--- src/rtl/y86_pkg.sv ---
// Shared Y86-64 encodings: ALU function codes, jump/cmov condition codes and
// bit positions inside the {ZF,SF,OF} condition-code vector.
package y86_pkg;

  localparam logic [1:0] ALU_AND = 2'b00;
  localparam logic [1:0] ALU_XOR = 2'b01;
  localparam logic [1:0] ALU_ADD = 2'b10;
  localparam logic [1:0] ALU_SUB = 2'b11;

  localparam logic [3:0] C_ALWAYS = 4'd0;
  localparam logic [3:0] C_LE     = 4'd1;
  localparam logic [3:0] C_L      = 4'd2;
  localparam logic [3:0] C_E      = 4'd3;
  localparam logic [3:0] C_NE     = 4'd4;
  localparam logic [3:0] C_GE     = 4'd5;
  localparam logic [3:0] C_G      = 4'd6;

  localparam int ZF_I = 2;
  localparam int SF_I = 1;
  localparam int OF_I = 0;

endpackage

--- src/rtl/cond_eval.sv ---
// Combinational Y86-64 condition evaluator: {ZF,SF,OF} and ifun -> cnd.
// Shared with the pipelined core, so it carries no op_valid qualification.
module cond_eval
  import y86_pkg::*;
(
  input  logic [2:0] cc,
  input  logic [3:0] ifun,
  output logic       cnd,
  output logic       bad_ifun
);

  logic zf, sf, of, lt;

  assign zf = cc[ZF_I];
  assign sf = cc[SF_I];
  assign of = cc[OF_I];
  assign lt = sf ^ of;

  always_comb begin
    cnd      = 1'b0;
    bad_ifun = 1'b0;
    case (ifun)
      C_ALWAYS: cnd = 1'b1;
      C_LE:     cnd = lt | zf;
      C_L:      cnd = lt;
      C_E:      cnd = zf;
      C_NE:     cnd = ~zf;
      C_GE:     cnd = ~lt;
      C_G:      cnd = ~lt & ~zf;
      default:  bad_ifun = 1'b1;
    endcase
  end

endmodule

--- src/rtl/cc_unit.sv ---
// Condition-code register for the SEQ execute stage: captures ZF/SF/OF from
// the ALU on OPq, evaluates jump/cmov conditions and keeps debug state.
module cc_unit
  import y86_pkg::*;
#(
  parameter int         WIDTH    = 64,
  parameter logic [2:0] CC_RESET = 3'b100,
  parameter int         CNT_W    = 16
) (
  input  logic             clk,
  input  logic             rst,
  input  logic [WIDTH-1:0] alu_a,
  input  logic [WIDTH-1:0] alu_b,
  input  logic [WIDTH-1:0] alu_result,
  input  logic [1:0]       alu_ctrl,
  input  logic             op_valid,
  input  logic             set_cc,
  input  logic             stall,
  input  logic [3:0]       ifun,
  output logic [2:0]       cc,
  output logic             cnd,
  output logic             cnd_q,
  output logic             cnd_q_valid,
  output logic             bad_ifun,
  output logic [CNT_W-1:0] cc_updates
);

  logic       we;
  logic       a_msb, b_msb, r_msb;
  logic       of_next;
  logic [2:0] cc_next;
  logic       bad_raw;

  assign we    = op_valid & set_cc & ~stall;
  assign a_msb = alu_a[WIDTH-1];
  assign b_msb = alu_b[WIDTH-1];
  assign r_msb = alu_result[WIDTH-1];

  always_comb begin
    of_next = 1'b0;
    case (alu_ctrl)
      ALU_ADD: of_next = (a_msb == b_msb) & (r_msb != a_msb);
      ALU_SUB: of_next = (a_msb != b_msb) & (r_msb != a_msb);
      default: of_next = 1'b0;
    endcase
  end

  always_comb begin
    cc_next       = '0;
    cc_next[ZF_I] = (alu_result == '0);
    cc_next[SF_I] = r_msb;
    cc_next[OF_I] = of_next;
  end

  // Evaluated against the stored flags, so an OPq never sees its own result.
  cond_eval u_cond_eval (
    .cc       (cc),
    .ifun     (ifun),
    .cnd      (cnd),
    .bad_ifun (bad_raw)
  );

  assign bad_ifun = bad_raw & op_valid;

  always_ff @(posedge clk or posedge rst) begin
    if (rst) begin
      cc         <= CC_RESET;
      cc_updates <= '0;
    end else if (we) begin
      cc         <= cc_next;
      cc_updates <= cc_updates + CNT_W'(1);
    end
  end

  always_ff @(posedge clk or posedge rst) begin
    if (rst) begin
      cnd_q       <= 1'b0;
      cnd_q_valid <= 1'b0;
    end else if (!stall) begin
      if (op_valid && !set_cc) begin
        cnd_q       <= cnd;
        cnd_q_valid <= 1'b1;
      end else begin
        cnd_q_valid <= 1'b0;
      end
    end
  end

endmodule

--- config.mk ---
export PLATFORM = sky130hd
export DESIGN_NAME = cc_unit
export DESIGN_NICKNAME = d
export VERILOG_FILES = /design/src/rtl/y86_pkg.sv /design/src/rtl/cond_eval.sv /design/src/rtl/cc_unit.sv
export SDC_FILE = /design/constraint.sdc
export NUM_CORES = 1
export LEC_CHECK = 0
export CAP_MARGIN = 20
export CORE_ASPECT_RATIO = 0.6
export CORE_MARGIN = 4
export CORE_UTILIZATION = 20
export DETAILED_ROUTE_END_ITERATION = 10
export GPL_TIMING_DRIVEN = 0
export HOLD_SLACK_MARGIN = 0.02
export PLACE_DENSITY = 0.78
export SYNTH_ARGS = -nofsm -noshare
export SYNTH_HDL_FRONTEND = slang
export SYNTH_HIERARCHICAL = 1
export SYNTH_SLANG_ARGS = --single-unit
export TNS_END_PERCENT = 30
--- constraint.sdc ---
create_clock -name clk -period 1.95 [get_ports clk]
set_clock_uncertainty 0.1 [all_clocks]
set_input_delay 0.39 -clock clk [delete_from_list [all_inputs] [get_ports clk]]
set_output_delay 0.39 -clock clk [all_outputs]
set_load 0.1 [all_outputs]
Yosys cells after proc, flatten, opt, wreduce, memory -nomap -nowiden
Cells that the tools add are included.
- output and inout bits: 23
- register bits: 21
- logic and storage cells: 37
- bits of input ports: 203
- multiplexer cells: 4
- reductions and logical operators: 6
- equal/unequal tests: 11
- bitwise operators: 11
- add/subtract/negate cells: 1
- operators with widths (kind ; number):
    $logic_not 64->1 ; 1
    $add 16x1->16 const B ; 1
    $eq 4x3->1 const B ; 3
    $eq 4x2->1 const B ; 2
    $pmux 1 s7 ; 1
    $reduce_or 7->1 ; 1
    $and 1x1->1 ; 6
    $eq 2x2->1 const B ; 2
    $eq 4x1->1 const B ; 1
    $logic_not 4->1 ; 1
    $not 1->1 ; 3
    $mux 1 ; 2
    $ne 1x1->1 ; 2
    $pmux 1 s2 ; 1
    $reduce_and 2->1 ; 1
    $eq 1x1->1 ; 1
    $logic_and 1x1->1 ; 1
    $logic_not 1->1 ; 1
    $or 1x1->1 ; 1
    $xor 1x1->1 ; 1

Longest topological paths before layout
- word-level depth: 4
- gate-level depth with buffers: 5
- gate-level depth less buffers: 5

Cells and area by module
Netlist, hierarchy kept.
- by module, submodules not included (module ; area each (um^2) ; seq. area each (um^2) ; instances ; cells each):
    cc_unit ; 1111.1 ; 526.8 ; 1 ; 107
    cond_eval ; 90.1 ; 0.0 ; 1 ; 11

Least setup slack after synthesis
No wires, ideal clock.
- path kind: reg-to-reg
- from: register cc[1]
- to: register cnd_q
- required time: 1.719 ns
- path buffers: 0
- clock period less this slack: 2.828 ns
- slack: -0.878 ns
- arrival time: 2.597 ns
- stages on the path, launching flop included: 5
- library setup time: 0.131 ns
- cells stage by stage: dfrtp_1 > xnor2_1 > a2111o_1 > nand3_1 > mux2_2
- longest elaborated chain between the ends: 4
- elaborated cells between the ends (all ways): 5
- classes of those cells: mux: 1; bitwise: 4
- ends and longest elaborated chain (item ; line ; source):
    start: declaration ; cc_unit.sv:20 ; output logic [2:0] cc,
    start signal: assignment ; cc_unit.sv:70 ; cc <= cc_next;
    $xor 1x1->1 (*) ; cond_eval.sv:17 ; assign lt = sf ^ of;
    $not 1->1 ; cond_eval.sv:28, cond_eval.sv:29 ;
    $and 1x1->1 ; cond_eval.sv:29 ; C_G: cnd = ~lt & ~zf;
    $pmux 1 s7 (*) ; cond_eval.sv:22 ; case (ifun)
    named net cnd ; cc_unit.sv:21 ; output logic cnd,
    end signal: assignment ; cc_unit.sv:81 ; cnd_q <= cnd;
    end: declaration ; cc_unit.sv:22 ; output logic cnd_q,
The timed path passes the listed nets; every way through them passes the cells marked *.
A chain may end at the register's enable or synchronous reset.

Final worst setup path
- from: register cc[0]
- to: output cnd
- longest elaborated chain between the ends: 4
- elaborated cells between the ends (all ways): 5
- classes of those cells: mux: 1; bitwise: 4
- ends and longest elaborated chain (item ; line):
    $xor 1x1->1 (*) ; cond_eval.sv:17
    $not 1->1 ; cond_eval.sv:28, cond_eval.sv:29
    $and 1x1->1 ; cond_eval.sv:29
    $pmux 1 s7 (*) ; cond_eval.sv:22
    end: declaration ; cc_unit.sv:21
Mark *: on every way between the ends. The rest lies on a longest branch, timed or not.

==> flow_metrics.tcl <==
set metrics [dict create \
    die_h_um 68.0 \
    clk_path_buf_depth 2 \
    drt-total-wl_mm 4.45 \
    cts_tree "done" \
    gr-total-overflow 0 \
    max_slew.worst_pin.slew_ns 0.775 \
    netlist-cell-type-count 34 \
    drive_gt1_frac 0.244 \
    worst-setup-path-type "reg2out" \
    ant_nets 0 \
    port_buffers 99 \
    crit_slowest_cell "dfrtp_2" \
    finalCritPeriodShare 1.01 \
    setup_viol 1 \
    crit_path_end_kind "output port" \
    yosysMostFrequentCell "dfrtp_1" \
    ir_worst_vdd_mv 0.389 \
    relSlewSlack 0.483 \
    cts_setup_buffers 0 \
    finalHoldViolCount 0 \
    worstPathCellList "xnor2_2, a2111o_1, nand3_4, buf_12" \
    arrival_ns 1.48 \
    syn_inst 118 \
    die_w_um 108 \
    dieArea_mm2 0.00735 \
    synth_edf_count 0 \
    cts_sinks 21 \
    synth-seq-area-share 0.439 \
    grt_use_total 0.112 \
    initial_core_util 0.211 \
    htree_num_levels 1 \
    crit_required_ns 1.46 \
    max_freq_mhz 506 \
    synth.net_count 322 \
    vias_per_cell 4.30 \
    rsz0062_at_grt "true" \
    p_total_mw 1.78 \
    antenna_cells 0 \
    wl_per_cell_um 14.8 \
    synth_ff_type "dfrtp_1" \
    synth.top_cell.area_share 0.417 \
    violations "negative setup slack" \
    crit_buf_inv 1 \
    root_buffer "clkbuf_8" \
    yosys_warnings 6 \
    via_count 1295 \
    syn_area_mm2 0.00120 \
    synth_top_family_by_area "simple AND/OR/NAND/NOR gates" \
    start_kind "flop" \
    grt_max_degree 22 \
    fin_ws_ns -0.0250 \
    antenna_found_initial 0 \
    dp_cells 297 \
    drt_iter0_markers 78 \
    synth-adder-area-share 0.0104 \
    first_pass_iters 4 \
    io_pins 226 \
    synth_seq_cells 21 \
    critPathMaxStageDelay_ns 0.43 \
    hp-class "reg2reg" \
    cpLargestDelayFamily "flip-flops" \
    power_density_mw_per_mm2 737 \
    synthArstFlopShare 1.00 \
    yosysTopAreaCell "dfrtp_1" \
    synthTopCellsByCount "20 x dfrtp_1, 17 x nand2_1, 14 x nor4_1" \
    area_growth_pct 101 \
    cts_buffers 3 \
    fp-row-count 21 \
    fillers 557 \
    netlist_top_cells_area "dfrtp_1 42%, xnor2_1 8.8%, nor4_1 7.3%" \
    clkLatencyLatePin_ns 0.26 \
    finalSetupTns_ns -0.0250 \
    drc 0 \
    path_max_fanout 3 \
    hold_buffers 0 \
    gp_congestion 0.751 \
    synth-simple-area-share 0.367 \
    status "finished with violations" \
    grt_pass1_wl_mm 6.39 \
    p_leak_nw 0.933 \
    core-area_mm2 0.00570 \
    drv_slew 0 \
    clk_pin_slew_ns 0.07 \
    synth_compound_area_frac 0.0417 \
    r2r_slack_ns 0.22 \
    drv_cap 0 \
    synthMuxAreaShare 0.00938 \
    final_cells 301 \
    finalNetCount 426 \
    synth.avg_cell_area_um2 10.2 \
    layout_min_cycle_time_ns 1.97 \
    fin_hold_ws_ns 0.378 \
    synth-xor-area-share 0.124 \
    hpwl_mm 3.92 \
    grt_pass1_vias 1308 \
]
[metrics by stage]
stage	setup slack [ns]	utilization	cell area (µm²)
global placement	-1.17	0.412	2350
global route	-0.0883	0.424	2420
floorplan	-0.0218	-	1260
detailed placement	-1.17	0.412	2350
finish	-0.0250	0.424	2420
CTS	-0.0761	0.424	2410
[layout make-up]
class / count / area (µm²) / area share
repair buffers: 99 / 996 / 0.412
well taps: 80 / 100 / 0.0414
clock buffers: 3 / 41.3 / 0.0171
clock inverters: 1 / 5.00 / 0.00207
plain buffers: 1 / 3.75 / 0.00155
inverters: 2 / 7.51 / 0.00310
multi-input cells: 94 / 717 / 0.296
flip-flops and latches: 21 / 548 / 0.227
[cells by family after synthesis]
family / after synthesis
compound gates: 7
xor+xnor: 17
fa+ha+maj: 1
buf+inv: 3
flops: 21
mux: 1
simple gates: 68
[registers in the layout (all words and copies together), names as in the netlist]
register     cells
cc               3
cc_updates      16
cnd_q            1
cnd_q_valid      1
[power by group]
group          leakage (nW)  total [mW]  switching, mW  internal (mW)
clock                0.0255       0.282          0.140          0.142
combinational         0.643       0.907          0.613          0.294
sequential            0.264       0.593         0.0800          0.513
total                 0.933        1.78          0.832          0.950
[layer usage]
| layer | vias up | share of wire | global-route usage |
|---|---|---|---|
| met1 | 606 | 0.48 | 0.161 |
| met5 | - | 0 | 0 |
| li1 | 646 | - | - |
| met3 | 2 | 0.062 | 0.0292 |
| met4 | 0 | 0.0025 | 0.0189 |
| met2 | 41 | 0.46 | 0.171 |
[placed cells by master, fill, tap and decap left out, types with 2 or more instances in the layout]
master / n
clkbuf_8: 3
xor2_1: 5
xnor2_1: 11
nand3_1: 6
inv_1: 2
nand2_1: 17
nor4_1: 13
dlygate4sd2_1: 3
clkdlybuf4s15_2: 17
dfrtp_1: 10
nor4_2: 5
clkdlybuf4s50_1: 72
dfrtp_4: 2
clkbuf_2: 3
dfrtp_2: 8
nand4_1: 7
nor2_1: 4
[final timing paths]
check,to,depth (start not counted),startpoint
worst max-delay path,cnd,4,cc[0]$_DFFE_PP0P_
worst min-delay path,cc_updates[15]$_DFFE_PP0P_,1,cc_updates[15]$_DFFE_PP0P_
worst max register to register,cc_updates[14]$_DFFE_PP0P_,5,cc_updates[0]$_DFFE_PP0P_
worst min register to register,cc_updates[15]$_DFFE_PP0P_,1,cc_updates[15]$_DFFE_PP0P_
max in group asynchronous,cc_updates[1]$_DFFE_PP0P_,2,rst
min in group asynchronous,cc_updates[9]$_DFFE_PP0P_,2,rst
[timing repair]
item                       4_1_cts  5_1_grt
setup endpoints to repair       23        5
pin swaps                        1        1
gates resized for setup         81        7
No activity file was read; power rests on OpenSTA's default activity.
